**src/rtl/seg_display_ctrl.sv**
```systemverilog
// rtl/seg_display_ctrl.sv - binary-to-BCD controller for the 8-digit seven-segment path
//
// Converts an unsigned binary value, accepted over a valid/ready handshake,
// into eight registered BCD digits using a double-dabble (shift-add-3)
// sequence of BIN_W cycles. It also produces a registered blank mask for the
// downstream BCD->segment decoder.
//
// Ports:
//   clock        in   1      clock, rising edge
//   reset_L      in   1      asynchronous active-low reset
//   in_value     in   BIN_W  unsigned binary value to display
//   in_valid     in   1      in_value is valid
//   in_ready     out  1      controller accepts a value this cycle
//   lz_blank_en  in   1      blank leading zeros (sampled on acceptance)
//   clear        in   1      blank the whole display (acted on in IDLE only)
//   busy         out  1      conversion in progress
//   done         out  1      one-cycle pulse when new digits/blank take effect
//   BCD7..BCD0   out  4 each registered BCD digits, BCD7 most significant
//   blank        out  8      registered blank mask, bit i blanks digit i

module seg_display_ctrl #(
    parameter int BIN_W = 26
) (
    input  logic             clock,
    input  logic             reset_L,
    input  logic [BIN_W-1:0] in_value,
    input  logic             in_valid,
    output logic             in_ready,
    input  logic             lz_blank_en,
    input  logic             clear,
    output logic             busy,
    output logic             done,
    output logic [3:0]       BCD7,
    output logic [3:0]       BCD6,
    output logic [3:0]       BCD5,
    output logic [3:0]       BCD4,
    output logic [3:0]       BCD3,
    output logic [3:0]       BCD2,
    output logic [3:0]       BCD1,
    output logic [3:0]       BCD0,
    output logic [7:0]       blank
);

    localparam int CNT_W = (BIN_W > 1) ? $clog2(BIN_W) : 1;

    typedef enum logic [1:0] {
        IDLE   = 2'd0,
        SHIFT  = 2'd1,
        UPDATE = 2'd2
    } state_t;

    state_t           state;
    state_t           state_nxt;

    logic [BIN_W-1:0] shreg;
    logic [31:0]      acc;
    logic [31:0]      acc_adj;
    logic [CNT_W-1:0] cnt;
    logic             lz_q;
    logic             xfer;
    logic             last_shift;
    logic [7:0]       lz_mask;
    logic             all_zero;

    assign xfer       = in_valid & in_ready;
    assign last_shift = (cnt == CNT_W'(BIN_W - 1));

    // State register
    always_ff @(posedge clock or negedge reset_L) begin
        if (!reset_L) begin
            state <= IDLE;
        end else begin
            state <= state_nxt;
        end
    end

    // Next-state logic
    always_comb begin
        state_nxt = state;
        case (state)
            IDLE:    if (xfer)       state_nxt = SHIFT;
            SHIFT:   if (last_shift) state_nxt = UPDATE;
            UPDATE:                  state_nxt = IDLE;
            default:                 state_nxt = IDLE;
        endcase
    end

    // Output logic. clear steals in_ready so it always wins over a pending value.
    always_comb begin
        in_ready = (state == IDLE) & ~clear;
        busy     = (state != IDLE);
    end

    // Double-dabble correction: any nibble >= 5 gets +3 before the shift, so
    // it carries correctly into the next decade once doubled.
    always_comb begin
        acc_adj = acc;
        for (int i = 0; i < 8; i++) begin
            if (acc[i*4 +: 4] >= 4'd5) begin
                acc_adj[i*4 +: 4] = acc[i*4 +: 4] + 4'd3;
            end
        end
    end

    // Leading-zero mask: walk down from the top digit while every digit seen
    // so far is zero. Digit 0 is never blanked so a value of 0 shows "0".
    always_comb begin
        lz_mask  = 8'h00;
        all_zero = 1'b1;
        for (int i = 7; i >= 1; i--) begin
            all_zero   = all_zero & (acc[i*4 +: 4] == 4'd0);
            lz_mask[i] = all_zero;
        end
    end

    // Datapath and registered outputs. Digits only change in UPDATE, so a
    // reset in the middle of SHIFT can never expose a partial result.
    always_ff @(posedge clock or negedge reset_L) begin
        if (!reset_L) begin
            shreg <= '0;
            acc   <= '0;
            cnt   <= '0;
            lz_q  <= 1'b0;
            done  <= 1'b0;
            BCD7  <= 4'd0;
            BCD6  <= 4'd0;
            BCD5  <= 4'd0;
            BCD4  <= 4'd0;
            BCD3  <= 4'd0;
            BCD2  <= 4'd0;
            BCD1  <= 4'd0;
            BCD0  <= 4'd0;
            blank <= 8'hFF;
        end else begin
            done <= 1'b0;
            case (state)
                IDLE: begin
                    if (xfer) begin
                        shreg <= in_value;
                        lz_q  <= lz_blank_en;
                        acc   <= '0;
                        cnt   <= '0;
                    end else if (clear) begin
                        blank <= 8'hFF;
                    end
                end
                SHIFT: begin
                    acc   <= {acc_adj[30:0], shreg[BIN_W-1]};
                    shreg <= shreg << 1;
                    cnt   <= cnt + CNT_W'(1);
                end
                UPDATE: begin
                    BCD7  <= acc[31:28];
                    BCD6  <= acc[27:24];
                    BCD5  <= acc[23:20];
                    BCD4  <= acc[19:16];
                    BCD3  <= acc[15:12];
                    BCD2  <= acc[11:8];
                    BCD1  <= acc[7:4];
                    BCD0  <= acc[3:0];
                    blank <= lz_q ? lz_mask : 8'h00;
                    done  <= 1'b1;
                end
                default: begin
                end
            endcase
        end
    end

endmodule
```
**config.mk**
```make
export PLATFORM = sky130hd
export DESIGN_NAME = seg_display_ctrl
export DESIGN_NICKNAME = d
export VERILOG_FILES = /design/src/rtl/seg_display_ctrl.sv
export SDC_FILE = /design/constraint.sdc
export NUM_CORES = 1
export LEC_CHECK = 0
export ABC_CLOCK_PERIOD_IN_PS = 1700
export BUFFER_PORTS_ARGS = -buffer_cell sky130_fd_sc_hd__buf_2
export CORE_ASPECT_RATIO = 2
export CORE_MARGIN = 2
export CORE_UTILIZATION = 45
export DETAILED_ROUTE_END_ITERATION = 8
export PLACE_DENSITY = 0.66
export SETUP_SLACK_MARGIN = 0.4
export SYNTH_ARGS = -nofsm -noshare
export SYNTH_HDL_FRONTEND = slang
export SYNTH_SLANG_ARGS = --single-unit
```
**constraint.sdc**
```tcl
create_clock -name clock -period 1.7 [get_ports clock]
set_input_delay 0.34 -clock clock [delete_from_list [all_inputs] [get_ports clock]]
set_output_delay 0.34 -clock clock [all_outputs]
set_load 0.02 [all_outputs]
```
== Word level (Yosys, flattened, before mapping) ==
Index checks and enable logic that the tools add are counted.
Cells by class
  add/subtract/negate cells: 9
  $lt $le $gt $ge: 8
  equal/unequal tests: 7
  mux-type cells: 22
  bitwise logic cells: 9
  reductions and logical operators: 15
Operators with widths (count)
  $pmux 32 s2: 1
  $pmux 26 s2: 1
  $ge 4x3->1 const B: 8
  $mux 32: 1
  $add 4x2->4 const B: 7
  $logic_not 4->1: 7
  $mux 4: 7
  $mux 26: 1
  $mux 8: 3
  $pmux 8 s2: 1
  $pmux 5 s2: 1
  $and 1x1->1: 8
  $ne 2x2->1 const B: 4
  $reduce_and 2->1: 3
  $reduce_bool 2->1: 3
  $add 5x1->5 const B: 1
  $eq 5x5->1 const B: 1
  $mux 5: 1
  $mux 2: 2
  $pmux 2 s2: 1
  $add 3x2->3 const B: 1
  $mux 3: 1
  $reduce_and 3->1: 1
  $eq 2x1->1 const B: 1
  4 further kinds: 4
Word-level totals
  bits in registers: 107
  input bits: 31
  output and inout port bits: 43
  word-level logic and storage cells: 85

== Logic depth before layout (Yosys ltp) ==
  word-level depth: 9
  depth in mapped cells: 6
  mapped depth without buffers: 6

== Least setup slack after synthesis ==
No wires, ideal clock.
  path kind: register to register
  start point: register state[0]
  end point: register lz_q
  library setup time: 127 ps
  arrival time: 1375 ps
  required time: 1573 ps
  path slack: 197 ps
  cell stages (with the launch flop): 6
  path buffers: 2
  period minus slack after synthesis: 1503 ps
  path through: dfrtp_1 or2_4 nor2b_4 buf_6 buf_12 mux2_1
On the way
  cells in the longest elaborated chain, start to end: 4
RTL lines
  from (decl): line 52  | state_t state;
  from (signal assigned): line 73  | state <= state_nxt;
  $logic_not 2->1 (*): line 90, 136
  $and 1x1->1: line 90  | in_ready = (state == IDLE) & ~clear;
  $and 1x1->1: line 65  | assign xfer = in_valid & in_ready;
  $reduce_and 2->1 (no line) (*)
  to (signal assigned): line 140  | lz_q <= lz_blank_en;
  to (decl): line 59  | logic lz_q;
Every way passes the cells marked *; elsewhere a longest branch is shown, timed or not.
A chain may end at the register's enable or synchronous reset.

== Final worst setup path ==
  start point: register state[1]
  end point: register shreg[11]
On the way
  cells in the longest elaborated chain, start to end: 5
  elaborated cells on any way between the ends: 8
  classes of those cells: eq/ne (2); mux (1); bitwise (2); reduce/logical (3)
RTL lines
  $logic_not 2->1: line 90, 136
  $and 1x1->1: line 90
  $and 1x1->1: line 65
  $ne 2x2->1 (no line)
  $reduce_and 2->1 (no line)
  to (signal assigned): line 139  | shreg <= in_value;
  to (signal assigned): line 149  | shreg <= shreg << 1;
  to (decl): line 55  | logic [BIN_W-1:0] shreg;
Several ways; a longest one is shown, not always the timed one.

==> impl_metrics.json <==
{
  "clkTransAtPathRegs_ns": 0.07,
  "min_from": "lz_blank_en",
  "worstMarginPinSlew_ns": 0.499,
  "rsz0062_at_grt": "true",
  "syn_to_final_growth_pct": 58.2,
  "vias": 4476,
  "ys_seq_area_share_pct": 53.0,
  "crit_path_max_fanout": 5,
  "instances_no_fill": 796,
  "ios": 74,
  "p_total_mw": 13.2,
  "setup_violations": 0,
  "required_ns": 1.93,
  "worstSetupStartpointType": "register",
  "syn-cell-area_mm2": 0.00507,
  "clockRootBuffer": "clkbuf_16",
  "drive_gt1_share_pct": 51.7,
  "cap_violations": 0,
  "utilization_pct": 73.3,
  "place_area_mm2": 0.00578,
  "std_cell_rows": 54,
  "wl_per_cell_um": 20.0,
  "synth_nets": 540,
  "worstPathArrival_ns": 1.84,
  "dieArea_mm2": 0.0122,
  "synth_seq_cells": 107,
  "r2r.worst_path.cells": 7,
  "clockBufferDepth": 2,
  "min_to": "lz_q$_DFFE_PN0P_",
  "h-tree-depth": 3,
  "detail-route-antenna-nets": 0,
  "coreArea_mm2": 0.0109,
  "preCtsSetupSlack_ns": 0.166,
  "grt_max_degree": 53,
  "tns_ns": 0,
  "antenna_found_initial": 0,
  "crit_type": "register to register",
  "r2r-end": "shreg[11]$_DFFE_PN0P_",
  "gp_congestion": 0.792,
  "drcViolationCount": 0,
  "r2r_slack_ns": 0.09,
  "grt-ovfl-total": 0,
  "slew_headroom_pct": 66.4,
  "worst_r2r_startpoint": "state[1]$_DFFE_PN0P_",
  "clock_sinks": 107,
  "viasPerCell": 5.62,
  "cts_buffers": 9,
  "grt_pass1_vias": 4374,
  "nNetsFinal": 707,
  "fin_skew_ns": 0.0102,
  "drt_iter0_drc": 187,
  "grtUsageTotal_pct": 22.6,
  "p_leak_nw": 3.70,
  "synthCells": 484,
  "powerDensity_mw_per_mm2": 1640,
  "dieHeight_um": 154,
  "final_area_mm2": 0.00802,
  "start_util_pct": 46.3,
  "holdPathStages": 2,
  "synth_cell_type_count": 40,
  "end_kind": "register",
  "ys_warn_count": 0,
  "setup_ws_ns": 0.0898,
  "num_antenna_cells": 0,
  "grt_pass1_wl_um": 21500,
  "ir_drop_mv": 1.07,
  "routed_wl_um": 15900,
  "period_share_pct": 94.7,
  "dr.pass1.iters": 4,
  "n_fill_cell": 702,
  "postSynthAreaPerCell_um2": 10.5,
  "status": "finished clean",
  "insertion_delay_ns": 0.35,
  "fmax_mhz": 621,
  "finalWorstPathRequiredPeriod_ns": 1.61,
  "hold_violations": 0,
  "place_inst": 689,
  "cts_tree": "done",
  "min_path_type": "input pin to register",
  "io_buffers": 73,
  "whs_ns": 0.243,
  "die_w_um": 79.1,
  "slew_viol_final": 0,
  "place_hpwl_um": 7550
}
worst max-delay path by stage:
stage	depth (start not counted)	end	slack, ns	start
after floorplan	5	lz_q$_DFFE_PN0P_	0.21	state[1]$_DFFE_PN0P_
after detailed placement	5	lz_q$_DFFE_PN0P_	0.17	clear
after CTS	3	in_ready	0.11	state[0]$_DFFE_PN0P_
final	7	shreg[11]$_DFFE_PN0P_	0.09	state[1]$_DFFE_PN0P_
after global routing	6	blank[1]$_DFFE_PN1P_	0.02	acc[20]$_DFFE_PN0P_
after global placement	4	lz_q$_DFFE_PN0P_	0.21	state[1]$_DFFE_PN0P_
sequential cells by signal, summed over array words and instances (netlist names), 5 cells and up:
name / count
blank: 8
cnt: 5
shreg: 26
acc: 32
placed cells by master, fill, tap and decap left out, types with 9 or more instances in the layout:
cell,count
clkbuf_16,15
buf_6,26
o21ai_2,10
o21ai_0,10
nand2_2,16
dfrtp_1,96
inv_2,15
mux2i_1,32
buf_16,9
o22ai_2,12
o21ai_1,33
ha_4,13
buf_12,20
nand2b_4,9
buf_2,64
nand2_1,75
nor2_1,14
buf_4,50
synthesized netlist by cell type (all sizes together):
master	instances	area (µm²)
o22ai	15	93.8
a21o	1	7.51
o21ba	1	10.0
mux2i	34	340
and4bb	1	16.3
o21ai	54	270
nand2b	9	56.3
a21oi	18	90.1
nor3b	9	77.6
dfrtp	99	2480
o32ai	1	8.76
a22o	8	70.1
o21bai	1	7.51
nand4b	1	8.76
o31ai	9	67.6
nand2	99	372
nor2b	2	20.0
o22a	3	26.3
a32o	8	80.1
nand3	3	15.0
mux2	1	11.3
inv	19	71.3
xnor2	8	70.1
buf	12	111
dfstp	8	210
nor2	15	58.8
nor3	1	5.00
or2	1	8.76
o21a	1	7.51
nor4	1	6.26
ha	25	313
clkbuf	12	45.0
xor2	3	26.3
nand4	1	12.5
logic make-up after synthesis:
logic type / after synthesis / synth area share (%)
flops: 107 / 53.0
mux: 35 / 6.93
fa+ha+maj: 25 / 6.17
buf+inv: 43 / 4.49
compound gates: 120 / 14.6
xor+xnor: 11 / 1.90
simple gates: 143 / 13.0
power breakdown:
part / internal [mW] / switching (mW)
logic: 3.63 / 3.23
registers: 3.29 / 0.907
clock network: 1.18 / 0.933
total: 8.11 / 5.07
routing by layer:
layer | vias up | global-route usage [%] | routed length (µm)
li1 | 2021 | - | -
met2 | 165 | 41.4 | 8790
met1 | 2243 | 26.2 | 5840
met3 | 47 | 3.76 | 626
met4 | 0 | 7.47 | 629
met5 | - | 0 | 0
worst max-delay path, stage by stage, from the launching register on:
cell and delay, ns:
dfrtp_2 0.41, or2_4 0.28, nor2b_4 0.19, buf_12 0.14, buf_12 0.09, buf_16 0.11, mux2i_2 0.20, o21ai_1 0.08
final cells by class:
cell class / instances / area (µm²) / area share [%]
timing repair buffer: 179 / 1840 / 23.0
multi-input combinational: 335 / 2940 / 36.6
sequential: 107 / 2690 / 33.5
inverter: 19 / 83.8 / 1.04
clock buffer: 12 / 246 / 3.07
clock inverter: 4 / 50.0 / 0.624
tap: 140 / 175 / 2.18
repair_timing:
action | 4_1_cts | 5_1_grt
endpoints found under the hold margin | 21 | 0
pin swaps | 29 | 26
hold buffers | 1 | 0
resized for setup | 102 | 110
setup endpoints to repair | 74 | 113
cloned | 10 | 10
setup buffers | 49 | 21
Note: power is estimated with default switching activity, not from simulation.
